==> src/rtl/ps2_key_event_decoder_if.sv <==
// Byte-in / event-out handshake bundle for the PS/2 key event decoder.
// slave = decoder side, master = receiver/consumer side.
interface ps2_key_event_decoder_if;
   logic       in_valid;
   logic [7:0] in_data;
   logic       in_ready;
   logic       ev_valid;
   logic       ev_ready;
   logic [7:0] ev_code;
   logic       ev_ext;
   logic       ev_break;
   logic       ev_repeat;

   modport master (
      output in_valid,
      output in_data,
      output ev_ready,
      input  in_ready,
      input  ev_valid,
      input  ev_code,
      input  ev_ext,
      input  ev_break,
      input  ev_repeat
   );

   modport slave (
      input  in_valid,
      input  in_data,
      input  ev_ready,
      output in_ready,
      output ev_valid,
      output ev_code,
      output ev_ext,
      output ev_break,
      output ev_repeat
   );
endinterface

==> src/rtl/ps2_key_event_decoder.sv <==
// Resolves Set-2 E0/F0 prefixes into key events, tracks the held key,
// counts presses/releases and flags protocol errors.
module ps2_key_event_decoder #(
   parameter int CNT_W = 8
) (
   input  logic                 clk,
   input  logic                 rst,
   ps2_key_event_decoder_if.slave bus,
   output logic                 held_valid,
   output logic [7:0]           held_code,
   output logic                 held_ext,
   output logic [CNT_W-1:0]     press_count,
   output logic [CNT_W-1:0]     release_count,
   output logic                 err
);

   typedef enum logic [1:0] {
      ST_IDLE,
      ST_E0,
      ST_F0,
      ST_E0F0
   } state_t;

   localparam logic [CNT_W-1:0] CNT_ONE = {{(CNT_W-1){1'b0}}, 1'b1};

   state_t state_q, state_d;
   logic   err_q, err_d;

   logic       ev_valid_q, ev_valid_d;
   logic [7:0] ev_code_q, ev_code_d;
   logic       ev_ext_q, ev_ext_d;
   logic       ev_break_q, ev_break_d;
   logic       ev_repeat_q, ev_repeat_d;

   logic       held_valid_q, held_valid_d;
   logic [7:0] held_code_q, held_code_d;
   logic       held_ext_q, held_ext_d;

   logic [CNT_W-1:0] press_q, press_d;
   logic [CNT_W-1:0] release_q, release_d;

   logic in_ready;
   logic accept;
   logic load;
   logic idle;
   logic is_e0, is_e1, is_f0;
   logic is_stat, is_bad;
   logic new_ext, new_brk;
   logic match;

   // A stalled event blocks byte intake so the prefix state is frozen.
   assign in_ready = !(ev_valid_q && !bus.ev_ready);
   assign accept   = bus.in_valid && in_ready;
   assign idle     = (state_q == ST_IDLE);

   assign is_e0 = (bus.in_data == 8'hE0);
   assign is_e1 = (bus.in_data == 8'hE1);
   assign is_f0 = (bus.in_data == 8'hF0);
   assign is_bad = (bus.in_data == 8'h00) ||
                   (bus.in_data == 8'hFF);
   assign is_stat = (bus.in_data == 8'hAA) ||
                    (bus.in_data == 8'hEE) ||
                    (bus.in_data == 8'hFA) ||
                    (bus.in_data == 8'hFC) ||
                    (bus.in_data == 8'hFE);

   always_ff @(posedge clk or posedge rst) begin
      if (rst) begin
         state_q <= ST_IDLE;
         err_q   <= 1'b0;
      end else begin
         state_q <= state_d;
         err_q   <= err_d;
      end
   end

   always_comb begin
      state_d = state_q;
      err_d   = err_q;
      load    = 1'b0;
      if (accept) begin
         unique case (1'b1)
            is_e1: begin
               err_d   = 1'b1;
               state_d = ST_IDLE;
            end
            is_e0: begin
               err_d   = err_q | !idle;
               state_d = ST_E0;
            end
            is_f0: begin
               unique case (state_q)
                  ST_IDLE: state_d = ST_F0;
                  ST_E0:   state_d = ST_E0F0;
                  default: err_d   = 1'b1;
               endcase
            end
            idle && is_stat: begin
            end
            idle && is_bad: begin
               err_d = 1'b1;
            end
            default: begin
               load    = 1'b1;
               state_d = ST_IDLE;
            end
         endcase
      end
   end

   assign new_ext = (state_q == ST_E0) || (state_q == ST_E0F0);
   assign new_brk = (state_q == ST_F0) || (state_q == ST_E0F0);
   assign match   = held_valid_q &&
                    (held_code_q == bus.in_data) &&
                    (held_ext_q == new_ext);

   always_comb begin
      ev_valid_d   = ev_valid_q && !bus.ev_ready;
      ev_code_d    = ev_code_q;
      ev_ext_d     = ev_ext_q;
      ev_break_d   = ev_break_q;
      ev_repeat_d  = ev_repeat_q;
      held_valid_d = held_valid_q;
      held_code_d  = held_code_q;
      held_ext_d   = held_ext_q;
      press_d      = press_q;
      release_d    = release_q;
      if (load) begin
         ev_valid_d  = 1'b1;
         ev_code_d   = bus.in_data;
         ev_ext_d    = new_ext;
         ev_break_d  = new_brk;
         ev_repeat_d = !new_brk && match;
         if (new_brk) begin
            release_d = release_q + CNT_ONE;
            if (match) begin
               held_valid_d = 1'b0;
            end
         end else if (!match) begin
            held_valid_d = 1'b1;
            held_code_d  = bus.in_data;
            held_ext_d   = new_ext;
            press_d      = press_q + CNT_ONE;
         end
      end
   end

   always_ff @(posedge clk or posedge rst) begin
      if (rst) begin
         ev_valid_q   <= 1'b0;
         ev_code_q    <= 8'h00;
         ev_ext_q     <= 1'b0;
         ev_break_q   <= 1'b0;
         ev_repeat_q  <= 1'b0;
         held_valid_q <= 1'b0;
         held_code_q  <= 8'h00;
         held_ext_q   <= 1'b0;
         press_q      <= '0;
         release_q    <= '0;
      end else begin
         ev_valid_q   <= ev_valid_d;
         ev_code_q    <= ev_code_d;
         ev_ext_q     <= ev_ext_d;
         ev_break_q   <= ev_break_d;
         ev_repeat_q  <= ev_repeat_d;
         held_valid_q <= held_valid_d;
         held_code_q  <= held_code_d;
         held_ext_q   <= held_ext_d;
         press_q      <= press_d;
         release_q    <= release_d;
      end
   end

   assign bus.in_ready  = in_ready;
   assign bus.ev_valid  = ev_valid_q;
   assign bus.ev_code   = ev_code_q;
   assign bus.ev_ext    = ev_ext_q;
   assign bus.ev_break  = ev_break_q;
   assign bus.ev_repeat = ev_repeat_q;

   assign held_valid    = held_valid_q;
   assign held_code     = held_code_q;
   assign held_ext      = held_ext_q;
   assign press_count   = press_q;
   assign release_count = release_q;
   assign err           = err_q;

endmodule
==> src/flat_wrapper.sv <==
// flat-port wrapper written by rule: the top's interface ports become plain ports
module ps2_key_event_decoder_flat 
#(
   parameter int CNT_W = 8
)
  (clk, rst, held_valid, held_code, held_ext, press_count, release_count, err, bus_in_valid, bus_in_data, bus_ev_ready, bus_in_ready, bus_ev_valid, bus_ev_code, bus_ev_ext, bus_ev_break, bus_ev_repeat);
  ps2_key_event_decoder_if bus_i ();
  input  logic clk;
  input  logic rst;
  output logic held_valid;
  output logic [7:0] held_code;
  output logic held_ext;
  output logic [CNT_W-1:0] press_count;
  output logic [CNT_W-1:0] release_count;
  output logic err;
  input wire logic [$bits(bus_i.in_valid)-1:0] bus_in_valid;
  input wire logic [$bits(bus_i.in_data)-1:0] bus_in_data;
  input wire logic [$bits(bus_i.ev_ready)-1:0] bus_ev_ready;
  output wire logic [$bits(bus_i.in_ready)-1:0] bus_in_ready;
  output wire logic [$bits(bus_i.ev_valid)-1:0] bus_ev_valid;
  output wire logic [$bits(bus_i.ev_code)-1:0] bus_ev_code;
  output wire logic [$bits(bus_i.ev_ext)-1:0] bus_ev_ext;
  output wire logic [$bits(bus_i.ev_break)-1:0] bus_ev_break;
  output wire logic [$bits(bus_i.ev_repeat)-1:0] bus_ev_repeat;
  assign bus_i.in_valid = bus_in_valid;
  assign bus_i.in_data = bus_in_data;
  assign bus_i.ev_ready = bus_ev_ready;
  assign bus_in_ready = bus_i.in_ready;
  assign bus_ev_valid = bus_i.ev_valid;
  assign bus_ev_code = bus_i.ev_code;
  assign bus_ev_ext = bus_i.ev_ext;
  assign bus_ev_break = bus_i.ev_break;
  assign bus_ev_repeat = bus_i.ev_repeat;
  ps2_key_event_decoder #(.CNT_W(CNT_W)) u_core (.clk(clk), .rst(rst), .bus(bus_i), .held_valid(held_valid), .held_code(held_code), .held_ext(held_ext), .press_count(press_count), .release_count(release_count), .err(err));
endmodule
==> config.mk <==
export PLATFORM = sky130hd
export DESIGN_NAME = ps2_key_event_decoder_flat
export DESIGN_NICKNAME = d
export VERILOG_FILES = /design/src/rtl/ps2_key_event_decoder_if.sv /design/src/rtl/ps2_key_event_decoder.sv /design/src/flat_wrapper.sv
export SDC_FILE = /design/constraint.sdc
export NUM_CORES = 1
export LEC_CHECK = 0
export BUFFER_PORTS_ARGS = -buffer_cell sky130_fd_sc_hd__buf_2
export CORE_AREA = 2 2 84 86
export CTS_CLUSTER_SIZE = 14
export DETAILED_ROUTE_END_ITERATION = 6
export DIE_AREA = 0 0 86 88
export PLACE_DENSITY = 0.48
export SLEW_MARGIN = 20
export SYNTH_ARGS = -nofsm -noshare
export SYNTH_HDL_FRONTEND = slang
export SYNTH_SLANG_ARGS = --single-unit
export TNS_END_PERCENT = 50
==> constraint.sdc <==
create_clock -name clk -period 2.3 [get_ports clk]
set_clock_uncertainty 0.05 [all_clocks]
set_input_delay 0.345 -clock clk [delete_from_list [all_inputs] [get_ports clk]]
set_output_delay 0.345 -clock clk [all_outputs]
set_load 0.05 [all_outputs]
==> results.tsv <==
stage	metric	value	unit
die	dieArea	7570	um2
yosys	synth_area_per_cell	12.1	um2
sta	finalCriticalPeriod	2.12	ns
global_route	overflow	0	
sta	setup_ws	0.178	ns
yosys	synth_warnings	0	
yosys	synth_common_cells	dfrtp_1, mux2_1, xor2_1	
layout	fin_nets	244	
global_route	grt_pass1_vias	1444	
sta	drv_slew	0	
die	ios	52	
sta	worstMarginPinSlew	0.519	ns
cts	cts_tree	built	
global_route	track_usage	0.123	
yosys	syn-cell-area	1960	um2
cts	post_cts_buffers	0	
cts	holdBufCountCts	0	
drt	routedWlPerCell	14.1	um
critical_path	cp-end-kind	flop	
sta	timing.fmax	471	MHz
yosys	ys_seq_elements	41	
run	drv_cap	0	
yosys	syn_inst	162	
drt	drt_iter0_drc	66	
placement	pre_cts_ws	0.00395	ns
cts	cts.sinks	41	
cts	root_buffer	clkbuf_8	
global_route	antenna_found_initial	0	
sta	finalCritPeriodShare	0.923	
drt	vias_per_cell	4.69	
yosys	synth.most_common_cell	dfrtp_1	
yosys	ys_async_sr_fraction	1.00	
sta	hold_viol	0	
drt	ant_nets	0	
cts	clk_latency	0.28	ns
sta	slew_headroom	0.654	
yosys	yosys.cell_types.count	35	
sta	final-setup-viol-count	0	
drt	wirelength	4340	um
placement	portBuffers	51	
cts	clk_pin_slew	0.08	ns
yosys	synth_area_leaders	dfrtp_1, mux2_1, xor2_1	
layout	syn_to_final_growth	29.1	%
cts	h-tree-depth	2	
critical_path	cp_max_fo	11	
critical_path	crit_start	u_core.held_code[5]	
placement	post-dp-hpwl	3330	um
critical_path	cp.arrival	2.24	ns
yosys	synth_edf_count	0	
drt	drc	0	
drt	firstDrtPassIters	3	
critical_path	reg2reg_from	u_core.held_code[5]	
power_and_ir_drop	leakage	1.24	nW
layout	stdcell_area	2530	um2
die	rows	30	
yosys	synth_ff_type	dfrtp_1	
yosys	yosysTopAreaCellShare	0.523	
critical_path	cp.required	2.42	ns
power_and_ir_drop	vdd_drop_max	0.407	mV
die	core-area	6640	um2
layout	fin_util	0.381	
global_route	grt_max_degree	42	
cts	cts_buffer_depth	2	
critical_path	startpoint_type	flop	
run_status	run_status	complete, no violations	
cts	cts_buffers	5	
critical_path	r2r-end	u_core.held_code[4]	
die	die_x	86	um
critical_path	critPathCapture	u_core.held_code[4]	
critical_path	r2r_slack	0.18	ns
sta	fin_setup_tns	0	ns
sta	rsz0062_at_grt	false	
die	die_h	88	um
critical_path	path_class	reg -> reg	
drt	vias	1448	
layout	fill_cells	656	
placement	gp_congestion	0.735	
yosys	synthesis.nets	178	
yosys	synth_area_leader_cell	dfrtp_1	
layout	antennaDiodeCount	0	
yosys	ys_seq_area_frac	0.523	
global_route	grt_first_pass_wirelength	7310	um
placement	dpl_cell_area	2410	um2
power_and_ir_drop	powerDensity	977	nW/um2
die	start_util	0.295	
layout	drive_gt1_frac	0.341	
critical_path	rr_worst_depth	7	
hold_path	min_path_type	in -> async	
worst min path at each step:
stage	cells past startpoint	slack, ns	end
final	3	0.13	u_core.press_count[3]
after global routing	3	0.18	u_core.press_count[3]
after CTS	3	0.16	u_core.press_count[3]
after detailed placement	1	0.42	u_core.release_count[7]
after global placement	1	0.41	u_core.release_count[7]
after floorplan	1	0.43	u_core.bus.ev_code[5]
placed cells by master, fill, tap and decap left out, types with 5 or more instances in the layout:
master,count
xnor2_1,8
dfrtp_1,41
nand3_1,9
nor4_1,6
nand2_1,8
clkbuf_8,6
mux2_1,21
buf_2,51
nand4_1,5
buf_4,13
nor3_1,5
xor2_1,15
logic make-up after synthesis:
family	share of synthesized area
fa+ha+maj	0.0255
simple gates	0.163
mux	0.121
xor+xnor	0.103
buf+inv	0.0300
flops	0.523
compound gates	0.0357
metrics by stage:
stage          power [mW]  instances  hold slack (ns)
3_3_place_gp         1.89        301            0.406
5_1_grt              2.62        309            0.185
3_5_place_dp         1.90        301            0.417
4_1_cts              2.51        309            0.158
2_1_floorplan        1.64        162            0.427
6_report             2.48        309            0.131
flip-flops by register name, summed over array words and instances (netlist names), 2 cells and up:
| name | flops |
|---|---|
| u_core.bus.ev_code | 8 |
| u_core.held_code | 8 |
| u_core.press_count | 8 |
| u_core.release_count | 8 |
| u_core.state_q | 2 |
power breakdown:
part           leakage [nW]  internal [mW]  switching, mW
clock                0.0585          0.354          0.244
sequential            0.509          0.848          0.122
combinational         0.669          0.255          0.653
total                  1.24           1.46           1.02
critical path, cell delays in order, from the launching register on:
cell and delay, ns:
dfrtp_1 0.41, xor2_1 0.17, nor4_1 0.35, nand4_1 0.20
ha_1 0.27, nand3_2 0.09, buf_12 0.14, mux2_1 0.32
repair_timing:
item,4_1_cts,5_1_grt
gates resized for setup,0,1
endpoints found under the setup margin,0,5
hold endpoints to repair,0,0
metal layers:
metal,vias to the layer above,global-route usage,part of all wire
li1,713,-,-
met1,705,0.171,0.48
met2,28,0.195,0.47
met3,2,0.0311,0.050
met4,0,0.0303,0.0062
met5,-,0,0
cell type report:
cell class	count	area (um2)	share of cell area
clock inverters	1	30.0	0.0119
multi-input cells	110	883	0.349
flip-flops and latches	41	1030	0.405
well taps	80	100	0.0395
clock buffers	7	86.3	0.0341
repair buffers	66	393	0.155
inverters	4	15.0	0.00593
(Power assumes the default switching activity.)
